File: src/rtl/uart_pkg.sv
// Shared UART definitions: receiver FSM encoding and baud-oversampling defaults.
// Also imported by the transmitter.
package uart_pkg;

   typedef enum logic [2:0] {
      IDLE,
      START,
      DATA,
      STOP,
      BREAK
   } rx_state_t;

   localparam int OVERSAMPLE_DEF = 16;
   localparam int MID_TICK_DEF   = 7;

endpackage

File: src/rtl/uart_receiver_rx_sync.sv
// Two-flop synchronizer for the serial line; flops reset to the idle (high) level.
module rx_sync (
   input  logic clk,
   input  logic rst_n,
   input  logic line,
   output logic synced
);

   logic meta;

   always_ff @(posedge clk or negedge rst_n) begin
      if (!rst_n) begin
         meta   <= 1'b1;
         synced <= 1'b1;
      end else begin
         meta   <= line;
         synced <= meta;
      end
   end

endmodule

File: src/rtl/uart_receiver.sv
// 8N1 UART receiver clocked by a 16x baud tick clock.
// Samples mid-bit, flags framing errors and waits out a line break.
module uart_receiver
   import uart_pkg::*;
#(
   parameter int OVERSAMPLE = OVERSAMPLE_DEF,
   parameter int MID_TICK   = MID_TICK_DEF
) (
   input  logic       br_clk_16,
   input  logic       reset,
   input  logic       UART_RX,
   output logic [7:0] RX_DATA,
   output logic       RX_STATUS,
   output logic       FRAME_ERR,
   output logic       RX_BUSY
);

   localparam logic [3:0] LAST_TICK = 4'(OVERSAMPLE - 1);
   localparam logic [3:0] MID       = 4'(MID_TICK);

   rx_state_t  state, state_nx;
   logic [3:0] tick, tick_nx;
   logic [2:0] bit_cnt, bit_nx;
   logic [7:0] shift, shift_nx;
   logic [7:0] data_nx;
   logic       status_nx, ferr_nx;
   logic       rxs;

   rx_sync u_sync (
      .clk    (br_clk_16),
      .rst_n  (reset),
      .line   (UART_RX),
      .synced (rxs)
   );

   always_ff @(posedge br_clk_16 or negedge reset) begin
      if (!reset) begin
         state     <= IDLE;
         tick      <= '0;
         bit_cnt   <= '0;
         shift     <= '0;
         RX_DATA   <= '0;
         RX_STATUS <= 1'b0;
         FRAME_ERR <= 1'b0;
      end else begin
         state     <= state_nx;
         tick      <= tick_nx;
         bit_cnt   <= bit_nx;
         shift     <= shift_nx;
         RX_DATA   <= data_nx;
         RX_STATUS <= status_nx;
         FRAME_ERR <= ferr_nx;
      end
   end

   always_comb begin
      state_nx  = state;
      tick_nx   = tick;
      bit_nx    = bit_cnt;
      shift_nx  = shift;
      data_nx   = RX_DATA;
      status_nx = 1'b0;
      ferr_nx   = 1'b0;
      unique case (state)
         IDLE: begin
            if (!rxs) begin
               state_nx = START;
               tick_nx  = '0;
            end
         end
         START: begin
            if (tick == MID) begin
               tick_nx  = '0;
               state_nx = rxs ? IDLE : DATA;
            end else begin
               tick_nx = tick + 4'd1;
            end
         end
         DATA: begin
            if (tick == LAST_TICK) begin
               tick_nx  = '0;
               shift_nx = {rxs, shift[7:1]};
               bit_nx   = bit_cnt + 3'd1;
               if (bit_cnt == 3'd7) begin
                  state_nx = STOP;
                  bit_nx   = '0;
               end
            end else begin
               tick_nx = tick + 4'd1;
            end
         end
         STOP: begin
            // Leaving at mid-stop-bit leaves room for a back-to-back start edge.
            if (tick == LAST_TICK) begin
               tick_nx = '0;
               if (rxs) begin
                  data_nx   = shift;
                  status_nx = 1'b1;
                  state_nx  = IDLE;
               end else begin
                  ferr_nx  = 1'b1;
                  state_nx = BREAK;
               end
            end else begin
               tick_nx = tick + 4'd1;
            end
         end
         BREAK: begin
            if (rxs) state_nx = IDLE;
         end
         default: begin
            state_nx = IDLE;
            tick_nx  = '0;
            bit_nx   = '0;
         end
      endcase
   end

   assign RX_BUSY = (state != IDLE);

endmodule

File: config.mk
export PLATFORM = sky130hd
export DESIGN_NAME = uart_receiver
export DESIGN_NICKNAME = d
export VERILOG_FILES = /design/src/rtl/uart_pkg.sv /design/src/rtl/uart_receiver_rx_sync.sv /design/src/rtl/uart_receiver.sv
export SDC_FILE = /design/constraint.sdc
export NUM_CORES = 1
export LEC_CHECK = 0
export ABC_AREA = 1
export CAP_MARGIN = 40
export CORE_MARGIN = 2
export CORE_UTILIZATION = 59
export CTS_CLUSTER_SIZE = 20
export DETAILED_ROUTE_END_ITERATION = 16
export PLACE_DENSITY_LB_ADDON = 0.1
export SLEW_MARGIN = 10
export SYNTH_ARGS = -nofsm -noshare
export SYNTH_HDL_FRONTEND = slang
export SYNTH_SLANG_ARGS = --single-unit
export TNS_END_PERCENT = 20
File: constraint.sdc
create_clock -name br_clk_16 -period 3.4 [get_ports br_clk_16]
set_input_delay 0.34 -clock br_clk_16 [delete_from_list [all_inputs] [get_ports br_clk_16]]
set_output_delay 0.34 -clock br_clk_16 [all_outputs]
set_load 0.02 [all_outputs]
# After elaboration in Yosys (flattened, before gate mapping)
# Index checks and enable logic that the tools add are counted.
[op_classes]
n_reduce_logical = 9
shifts = 0
n_div = 0
addsub = 2
n_mul = 0
muxes = 22
bitwise = 2
n_lt_le_gt_ge = 0
eq_ne = 13
[ops]
columns = ["operator", "count"]
rows = [
  ["$mux W3", 9],
  ["$pmux W4 S4", 1],
  ["$pmux W3 S5", 1],
  ["$mux W4", 3],
  ["$ne A2 B2 Y1 const B", 5],
  ["$eq A3 B2 Y1 const B", 2],
  ["$eq A3 B3 Y1 const B", 2],
  ["$mux W1", 6],
  ["$pmux W3 S2", 1],
  ["$reduce_and A2 Y1", 3],
  ["$reduce_and A6 Y1", 1],
  ["$add A4 B1 Y4 const B", 1],
  ["$eq A4 B3 Y1 const B", 1],
  ["$eq A4 B4 Y1 const B", 1],
  ["$reduce_or A4 Y1", 1],
  ["$add A3 B1 Y3 const B", 1],
  ["$eq A3 B1 Y1 const B", 1],
  ["$logic_not A3 Y1", 1],
  ["$reduce_and A3 Y1", 1],
  ["$reduce_bool A3 Y1", 1],
  ["$mux W2", 1],
  ["$ne A2 B1 Y1 const B", 1],
  ["$not A1 Y1", 2],
  ["$reduce_or A2 Y1", 1],
]
[totals]
inputBits = 3
n_memories = 0
out_inout_bits = 11
register_bits = 30
romBits = 0
elab_cells = 57
ram_bits = 0
latchBits = 0

# Depth between registers and ports, before layout
# Gate-level depths: netlist of the first run.
[logic_depth]
word_depth = 4
depth_mapped = 9
ltp_nobuf = 9

# Hierarchy
# From an unflattened synthesis of the first run, not the netlist that was laid out.
[hier_totals]
hier_cells = 142
area_unflattened_um2 = 1375.1
[by_module_without_submodules]
columns = ["mod", "n_inst", "cells_each", "area_per_inst_um2", "seq_area_each_um2"]
rows = [
  ["uart_receiver", 1, 140, 1322.5, 700.7],
  ["rx_sync", 1, 2, 52.6, 52.6],
]

# Least setup slack after synthesis of the first run
# OpenSTA, ideal clock, no wires.
[synth_path]
kind = "reg-to-reg"
startpoint = "register tick[0]"
endpoint = "register RX_DATA[1]"
n_path_buf = 1
period_less_slack_ns = 1.337
setup_ns = 0.117
required_ns = 3.283
stages_incl_launch_ff = 8
path_slack_ns = 2.063
arrival_time_ns = 1.220
path_cell_list = "dfrtp_1 ha_1 nand3_2 nor2_2 nand2_4 buf_6 nand2_2 o21ai_2"
[synth_via]
elab_chain_len = 2
[synth_lines]
columns = ["element", "line_no", "text"]
rows = [
  ["start: declaration", "uart_receiver.sv:22", "logic [3:0] tick, tick_nx;"],
  ["start signal: assignment", "uart_receiver.sv:47", "tick <= tick_nx;"],
  ["$eq A4 B4 Y1", "uart_receiver.sv:94", "if (tick == LAST_TICK) begin"],
  ["$reduce_and A3 Y1 (no source line)", "-", ""],
  ["end signal: assignment", "uart_receiver.sv:50", "RX_DATA <= data_nx;"],
  ["end: declaration", "uart_receiver.sv:12", "output logic [7:0] RX_DATA,"],
]
# No other way between the ends.
# A chain may end at the register's enable or synchronous reset.

# Worst setup path in the final report of the first run
[layout_path]
startpoint = "register state[1]"
endpoint = "output RX_BUSY"
[layout_via]
elab_chain_len = 1
[layout_lines]
columns = ["element", "line_no", "text"]
rows = [
  ["start: declaration", "uart_receiver.sv:21", "rx_state_t state, state_nx;"],
  ["start signal: assignment", "uart_receiver.sv:46", "state <= state_nx;"],
  ["$reduce_bool A3 Y1", "uart_receiver.sv:119", "assign RX_BUSY = (state != IDLE);"],
  ["end: declaration", "uart_receiver.sv:15", "output logic RX_BUSY"],
]
# No other way between the ends.

==> results.yml, run 1 <==
run_status:
  status: "finished clean"
layout:
  diodes: 0
  layout-drive-gt1-share_pct: 19.1
  syn_to_final_growth_pct: 15.5
  fill_cells: 179
  final_nets: 167
placed_design:
  hpwlAfterDp_um: 1680
  dp_slack_ps: 1750
  portBuffers: 13
  gp_congestion: 0.830
worst_setup_path:
  slowest_delay_ps: 540
  crit_family: "buffers and inverters"
  path_class: "register to primary output"
  critical_path_buf_inv_count: 1
  slowest_stage: "clkdlybuf4s50_1"
  cp.required_ps: 3060
  worst_ep_arrival_time_ps: 1670
  endpoint_kind: "primary output"
  worst-path-stages: 3
  start_kind: "register"
  critPathMaxFanout: 5
  reg2reg_depth: 8
  crit_chain: "nor2_1 > nand2_1 > clkdlybuf4s50_1"
die:
  initial_core_util_pct: 62.1
  die_x_um: 52.0
  dieArea_mm2: 0.00271
  num_rows: 17
  die_h_um: 52.0
  placeableCoreArea_mm2: 0.00219
  io_pins: 14
power_and_ir_drop:
  ir_worst_vdd_v: 0.000462
  cellPowerDensity_mw_per_mm2: 609
  design_power_total_w: 0.000957
  power_leakage_nw: 0.736
sta:
  max_slew.worst_pin.slew_ps: 451
  finalSetupTns_ps: 0
  max_freq_mhz: 497
  fin_ws_ps: 1390
  slew_headroom_pct: 69.6
  rsz0062_at_grt: "no"
  fin_crit_sh_pct: 59.1
  finalHoldViolCount: 0
  slew_viol_final: 0
  timing.final.setup_violations: 0
  skew_ps: 5.41
  period_minus_slack_ps: 2010
cts:
  cts_sinks: 30
  cts_buffers: 5
  cts_tree: "done"
  holdBufCountCts: 0
  post_cts_resized: 0
  cts_setup_buffers: 0
  worstSkewPairLatency_ps: 330
  h-tree-depth: 2
  cts_buffer_depth: 2
  cts_root_buf: "clkbuf_4"
  clkTransAtPathRegs_ps: 90
route:
  via_per_inst: 5.23
  first_pass_iters: 4
  drt_iter0_markers: 17
  wl_um: 2350
  vias: 994
  wl_per_cell_um: 12.4
  antenna_left: 0
  drcViolationCount: 0
synthesis:
  synth-compound-area-share_pct: 12.4
  synth_cell_types: 23
  synth_area_mm2: 0.00136
  yosys.area_share.simple_pct: 20.2
  ys_seq_area_share_pct: 55.4
  yosys-mux-area-fraction_pct: 0.736
  avgSynthCellArea_um2: 9.58
  netlist_top_cells_area: "dfrtp_1 (52%), nand2_1 (8.6%), o21ai_0 (5.2%), o21ai_2 (5.2%), inv_1 (4.7%)"
  synth_fp_nets: 148
  synth_fa_ha_area_share_pct: 2.76
  ys_ff_latch: 30
  synthCells: 142
  synth_warnings: 0
  synth_top_family_by_area: "simple AND/OR/NAND/NOR gates"
  synth_top_area_cell: "dfrtp_1"
  synth.top_cell.area_share_pct: 51.5
  yosys.area_share.xor_xnor_pct: 1.29
global_route:
  grt_pass1_vias: 1027
  grt_max_degree: 31
  grtUsageTotal_pct: 22.8
  antenna_found_initial: 0
  overflow: 0
  grt_pass1_wl_um: 4310
min_path:
  whs_path_depth: 0
  worstHoldPathType: "register to register"
flow_run:
  drv_cap: 0
-- state kept, by name (all words and copies together) (netlist names) --
name           flops
RX_DATA            8
shift              8
tick               4
bit_cnt            3
state              3
FRAME_ERR          1
RX_STATUS          1
u_sync.meta        1
u_sync.synced      1
-- worst paths after layout --
check	to	slack, ps	startpoint
min in group asynchronous	tick[3]	380	reset
worst max register to register	state[1]	1930	tick[1]
worst max-delay path	RX_BUSY	1390	state[1]
worst min-delay path	u_sync.synced	370	u_sync.meta
max in group asynchronous	u_sync.synced	2700	reset
worst min register to register	u_sync.synced	370	u_sync.meta
-- cell usage after synthesis, drive strengths merged --
cell	number
nand2	34
dfrtp	28
o21ai	23
inv	20
nor2	15
nand3	7
ha	3
o22ai	3
buf	2
dfstp	2
a21oi	1
mux2i	1
or2	1
xnor2	1
xor2	1
-- routing by layer --
metal,up-vias,track usage [%],wire length (µm)
li1,489,-,-
met1,468,25.7,969
met2,32,37.8,1230
met3,5,6.90,99
met4,0,13.2,52
met5,-,0,0
-- layout make-up --
| class | count | area (µm²) | share of cell area [%] |
|---|---|---|---|
| Multi-Input combinational cell | 90 | 509 | 32.4 |
| Tap cell | 28 | 35.0 | 2.23 |
| Clock buffer | 7 | 55.1 | 3.51 |
| Sequential cell | 30 | 753 | 48.0 |
| Inverter | 20 | 75.1 | 4.78 |
| Clock inverter | 1 | 5.00 | 0.319 |
| Timing Repair Buffer | 14 | 138 | 8.76 |
-- where the power goes --
part	switching (W)	leakage, nW	total [W]	internal, W
Combinational	0.000179	0.297	0.000286	0.000107
Clock	0.000120	0.0353	0.000221	0.000100
Sequential	0.0000489	0.404	0.000451	0.000402
-- cell usage in the layout (no fill, tap or decap), types with 2 or more instances in the layout --
cell and instances:
o22ai_1 3, o21ai_0 14, clkbuf_4 5, nand3_1 6, dfrtp_1 28, inv_2 3
nor2_1 10, ha_1 3, o21ai_2 8, dfstp_2 2, nor2_4 4, nand2_2 2
clkdlybuf4s50_1 13, nand2_1 31, inv_1 17
-- kinds of logic after synthesis --
family                     count (synthesis)
muxes                                      1
xor gates and xnor gates                   2
and+or+nand+nor                           57
buffers and inverters                     22
DFF                                       30
adders and majority gates                  3
AOI/OAI and AO/OA                         27
-- stage by stage --
stage,util [%],hold slack [ps],cells,cell area [µm²]
5_1_grt,71.7,374,190,1570
6_report,71.7,365,190,1570
3_3_place_gp,68.9,347,182,1510
4_1_cts,71.7,368,190,1570
3_5_place_dp,68.9,355,182,1510
2_1_floorplan,-,44.4,142,1360
Note: power is estimated with default switching activity, not from simulation.
==> run 2: changes to the inputs <==
Settings changed: CORE_UTILIZATION 59 to 55.
Clock period 3.4 ns to 1.93 ns, I/O delays scaled along.
==> run 2 against run 1 <==
Net effect: clock power is 74% higher; via count down 3.2%; design area grew 0.32%; cell count grew 1.1%; routed wire length shrank 4.3%; sequential power rose by 76%; register-to-register slack worse by 1400 ps; worst setup slack got worse by 1300 ps.
==> results.yml, run 2 (synthesis gave the netlist of run 1 again) <==
run_status:
  status: "finished clean"
route:
  drt_iter0_markers: 39
  vias: 962
  wl_met3_um: 99
  wl_per_cell_um: 11.7
  first_pass_iters: 4
  wl_met2_um: 1110
  antenna_left: 0
  via_per_inst: 5.01
  drcViolationCount: 0
  wl_um: 2250
  wl_met1_um: 1000
  top_layer_used: "met4"
cts:
  cts_buffer_depth: 2
  cts_root_buf: "clkbuf_4"
  cts_tree: "done"
  h-tree-depth: 2
  holdBufCountCts: 0
  clkTransAtPathRegs_ps: 90
  cts_sinks: 30
  worstSkewPairLatency_ps: 330
  cts_buffers: 5
power_and_ir_drop:
  design_power_total_w: 0.00168
  cellPowerDensity_mw_per_mm2: 1070
  power_leakage_nw: 0.736
  ir_worst_vdd_v: 0.000680
global_route:
  overflow: 0
  grtUsageTotal_pct: 19.7
  grt_pass1_wl_um: 3880
  antenna_found_initial: 0
  grt_max_degree: 31
  grt_pass1_vias: 882
placed_design:
  hpwlAfterDp_um: 1580
  dp_cells: 184
  gp_congestion: 0.786
  portBuffers: 13
die:
  io_pins: 14
  placeableCoreArea_mm2: 0.00241
  die_h_um: 53.7
  die_x_um: 53.7
  dieArea_mm2: 0.00289
  num_rows: 18
  initial_core_util_pct: 56.4
sta:
  timing.final.setup_violations: 0
  period_minus_slack_ps: 1800
  max_freq_mhz: 555
  rsz0062_at_grt: "no"
  finalHoldViolCount: 0
  skew_ps: 12.1
  finalSetupTns_ps: 0
  max_slew.worst_pin.slew_ps: 511
  slew_viol_final: 0
  slew_headroom_pct: 65.5
  fin_crit_sh_pct: 93.3
worst_setup_path:
  startpoint: "state[1]"
  worst_ep_arrival_time_ps: 1610
  slowest_delay_ps: 530
  worst-path-stages: 3
  crit_path_end: "RX_BUSY"
  crit_family: "buffers and inverters"
  path_class: "register to primary output"
  slowest_stage: "clkdlybuf4s50_1"
  critPathMaxFanout: 5
  start_kind: "register"
  crit_chain: "nor2_2 > nand2_1 > clkdlybuf4s50_1"
  reg2reg_depth: 8
  r2r-start: "tick[0]"
  r2r-end: "state[1]"
  rrSetupSlack_ps: 500
  endpoint_kind: "primary output"
  critical_path_buf_inv_count: 1
  cp.required_ps: 1740
layout:
  layout-drive-gt1-share_pct: 19.8
  syn_to_final_growth_pct: 15.8
  mostFrequentLayoutCells: "nand2_1 (31), dfrtp_1 (28), inv_1 (17)"
  final_cells: 192
  diodes: 0
  final_common_cell: "nand2_1"
  utilization_pct: 65.4
  final_nets: 167
  largestRegisters: "RX_DATA: 8 flops, shift: 8 flops, tick: 4 flops"
min_path:
  worstHoldPathType: "input pin to asynchronous set/reset pin"
flow_run:
  drv_cap: 0
==> run 2: repair_timing <==
item | CTS | global route
setup endpoints to repair | 0 | 1
endpoints found under the hold margin | 0 | 0
setup buffers | 0 | 0
gates resized for setup | 0 | 1
==> run 2: worst reg2reg max path, cell delays in order, from the launching register on <==
cell	delay, ps
dfrtp_1	390
ha_1	230
nand3_2	180
nand2_1	150
inv_2	50
nor2_4	150
nand2_1	70
nand2_1	60
nand2_1	50
==> run 2: layout make-up <==
type                       instances  area, µm²
timing repair buffer              14        138
fill                             200        835
clock inverter                     1       5.00
tap                               30       37.5
clock buffer                       7       55.1
sequential                        30        753
inverter                          20       75.1
multi-input combinational         90        512
==> run 2: per-layer routing <==
metal	up-vias	global-route usage [%]
li1	486	-
met1	453	24.4
met2	18	30.1
met3	5	8.89
met4	0	7.69
met5	-	0
==> run 2: how the worst min path moves through the flow <==
stage	from	endpoint	slack [ps]	cells past startpoint
after floorplan	reset	FRAME_ERR	-100	0
after global placement	u_sync.meta	u_sync.synced	350	0
after detailed placement	u_sync.meta	u_sync.synced	350	0
after CTS	reset	bit_cnt[0]	240	2
after global routing	UART_RX	u_sync.meta	270	1
final	reset	state[0]	240	2
==> run 2: stage by stage <==
| stage | hold WS (ps) | setup WS, ps | instance area, µm² |
|---|---|---|---|
| detailed placement | 351 | 453 | 1510 |
| floorplan | -103 | 593 | 1360 |
| finish | 242 | 129 | 1580 |
| global route | 273 | 38.3 | 1580 |
| CTS | 244 | 67.4 | 1570 |
| global placement | 348 | 488 | 1510 |
==> run 2: power breakdown <==
group          internal [W]  switching, W  total [W]
logic              0.000189      0.000314   0.000503
registers          0.000707     0.0000848   0.000792
clock network      0.000176      0.000209   0.000385
total               0.00107      0.000608    0.00168
==> run 3: changes to the inputs <==
Settings changed: CORE_MARGIN 2 to 3.
==> run 3 against run 2 <==
Net effect: register-to-register slack worse by 30 ps; design area shrank 0.16%; largest cell class unchanged; critical path depth did not move; routed wire length increased by 3.5%; flip-flop and latch count did not move; sequential share of layout area is 0.076 points higher; count of clock-buffer cells in the layout unchanged; critical path type unchanged; first-iteration DRC count down 13%.
==> results.yml, run 3 (synthesis gave the netlist of run 1 again) <==
run_status:
  status: "finished clean"
sta:
  max_freq_mhz: 553
  rsz0062_at_grt: "no"
  max_slew.worst_pin.slew_ps: 466
  hold_slack_ps: 232
  finalSetupTns_ps: 0
  slew_viol_final: 0
  slew_headroom_pct: 68.6
  timing.final.setup_violations: 0
  finalHoldViolCount: 0
  skew_ps: 6.36
  period_minus_slack_ps: 1810
  fin_crit_sh_pct: 93.7
die:
  initial_core_util_pct: 59.8
  die_x_um: 55.7
  placeableCoreArea_mm2: 0.00228
  dieArea_mm2: 0.00311
  io_pins: 14
  num_rows: 17
  die_h_um: 55.7
layout:
  diodes: 0
  final_common_cell: "nand2_1"
  mostFrequentLayoutCells: "nand2_1 (31), dfrtp_1 (28), inv_1 (17)"
  final_nets: 167
  largestRegisters: "RX_DATA: 8 flops, shift: 8 flops, tick: 4 flops"
  layout-drive-gt1-share_pct: 19.8
  syn_to_final_growth_pct: 15.6
  fill_cells: 186
route:
  antenna_left: 0
  first_pass_iters: 4
  wl_um: 2330
  via_per_inst: 5.09
  drcViolationCount: 0
  drt_iter0_markers: 34
  wl_per_cell_um: 12.3
  vias: 968
worst_setup_path:
  start_kind: "register"
  rrSetupSlack_ps: 470
  path_class: "register to primary output"
  critPathMaxFanout: 5
  endpoint_kind: "primary output"
  worst_ep_arrival_time_ps: 1610
  cp.required_ps: 1740
power_and_ir_drop:
  ir_worst_vdd_v: 0.000698
  power_leakage_nw: 0.736
  cellPowerDensity_mw_per_mm2: 1070
placed_design:
  portBuffers: 13
  gp_congestion: 0.760
  hpwlAfterDp_um: 1660
cts:
  post_cts_resized: 0
  cts_buffers: 5
  cts_buffer_depth: 2
  cts_setup_buffers: 0
  cts_root_buf: "clkbuf_4"
  cts_tree: "done"
  worstSkewPairLatency_ps: 330
  holdBufCountCts: 0
  cts_sinks: 30
  clkTransAtPathRegs_ps: 90
  h-tree-depth: 2
global_route:
  grt_max_degree: 31
  grt_pass1_wl_um: 4370
  grtUsageTotal_pct: 18.0
  overflow: 0
  antenna_found_initial: 0
  grt_pass1_vias: 1003
flow_run:
  drv_cap: 0
min_path:
  worstHoldPathType: "input pin to asynchronous set/reset pin"
run 3: worst paths after layout:
check / start / to / cells after the start
setup / recovery: state[1] / RX_BUSY / 3
hold / removal: reset / tick[2] / 2
setup reg to reg: tick[0] / RX_DATA[5] / 6
hold reg to reg: u_sync.meta / u_sync.synced / 0
max in group asynchronous: reset / u_sync.meta / 2
min in group br_clk_16: UART_RX / u_sync.meta / 1
run 3: where the power goes:
part	switching (W)	total [W]	internal, W
registers	0.0000878	0.000795	0.000707
logic	0.000313	0.000503	0.000190
clock network	0.000209	0.000385	0.000176
run 3: layer usage:
metal	up-vias	GRT usage [%]	wire length (µm)	share of wire (%)
li1	488	-	-	-
met1	457	20.3	999	43
met2	15	29.6	1160	50
met3	8	7.66	106	4.5
met4	0	7.99	63	2.7
met5	-	0	0	0
run 3: final cells by class:
cell class | instances | area [µm²] | area share (%)
sequential | 30 | 753 | 47.9
multi-input combinational | 90 | 512 | 32.5
timing repair buffer | 14 | 138 | 8.75
inverter | 20 | 75.1 | 4.77
clock buffer | 7 | 55.1 | 3.50
tap | 28 | 35.0 | 2.23
clock inverter | 1 | 5.00 | 0.318
run 3: metrics by stage:
step	worst slack (ps)	area, µm²	instances	util [%]	power (W)
2_1_floorplan	593	1360	142	-	0.00117
3_3_place_gp	486	1510	182	66.4	0.00128
3_5_place_dp	432	1510	182	66.4	0.00131
4_1_cts	55.5	1570	190	69.0	0.00170
5_1_grt	44.8	1570	190	69.1	0.00182
6_report	122	1570	190	69.1	0.00168
run 3: worst max-delay path, cell delays in order (launching register included):
cell and delay [ps]:
dfrtp_1 460, nor2_2 230, nand2_1 70, clkdlybuf4s50_1 530
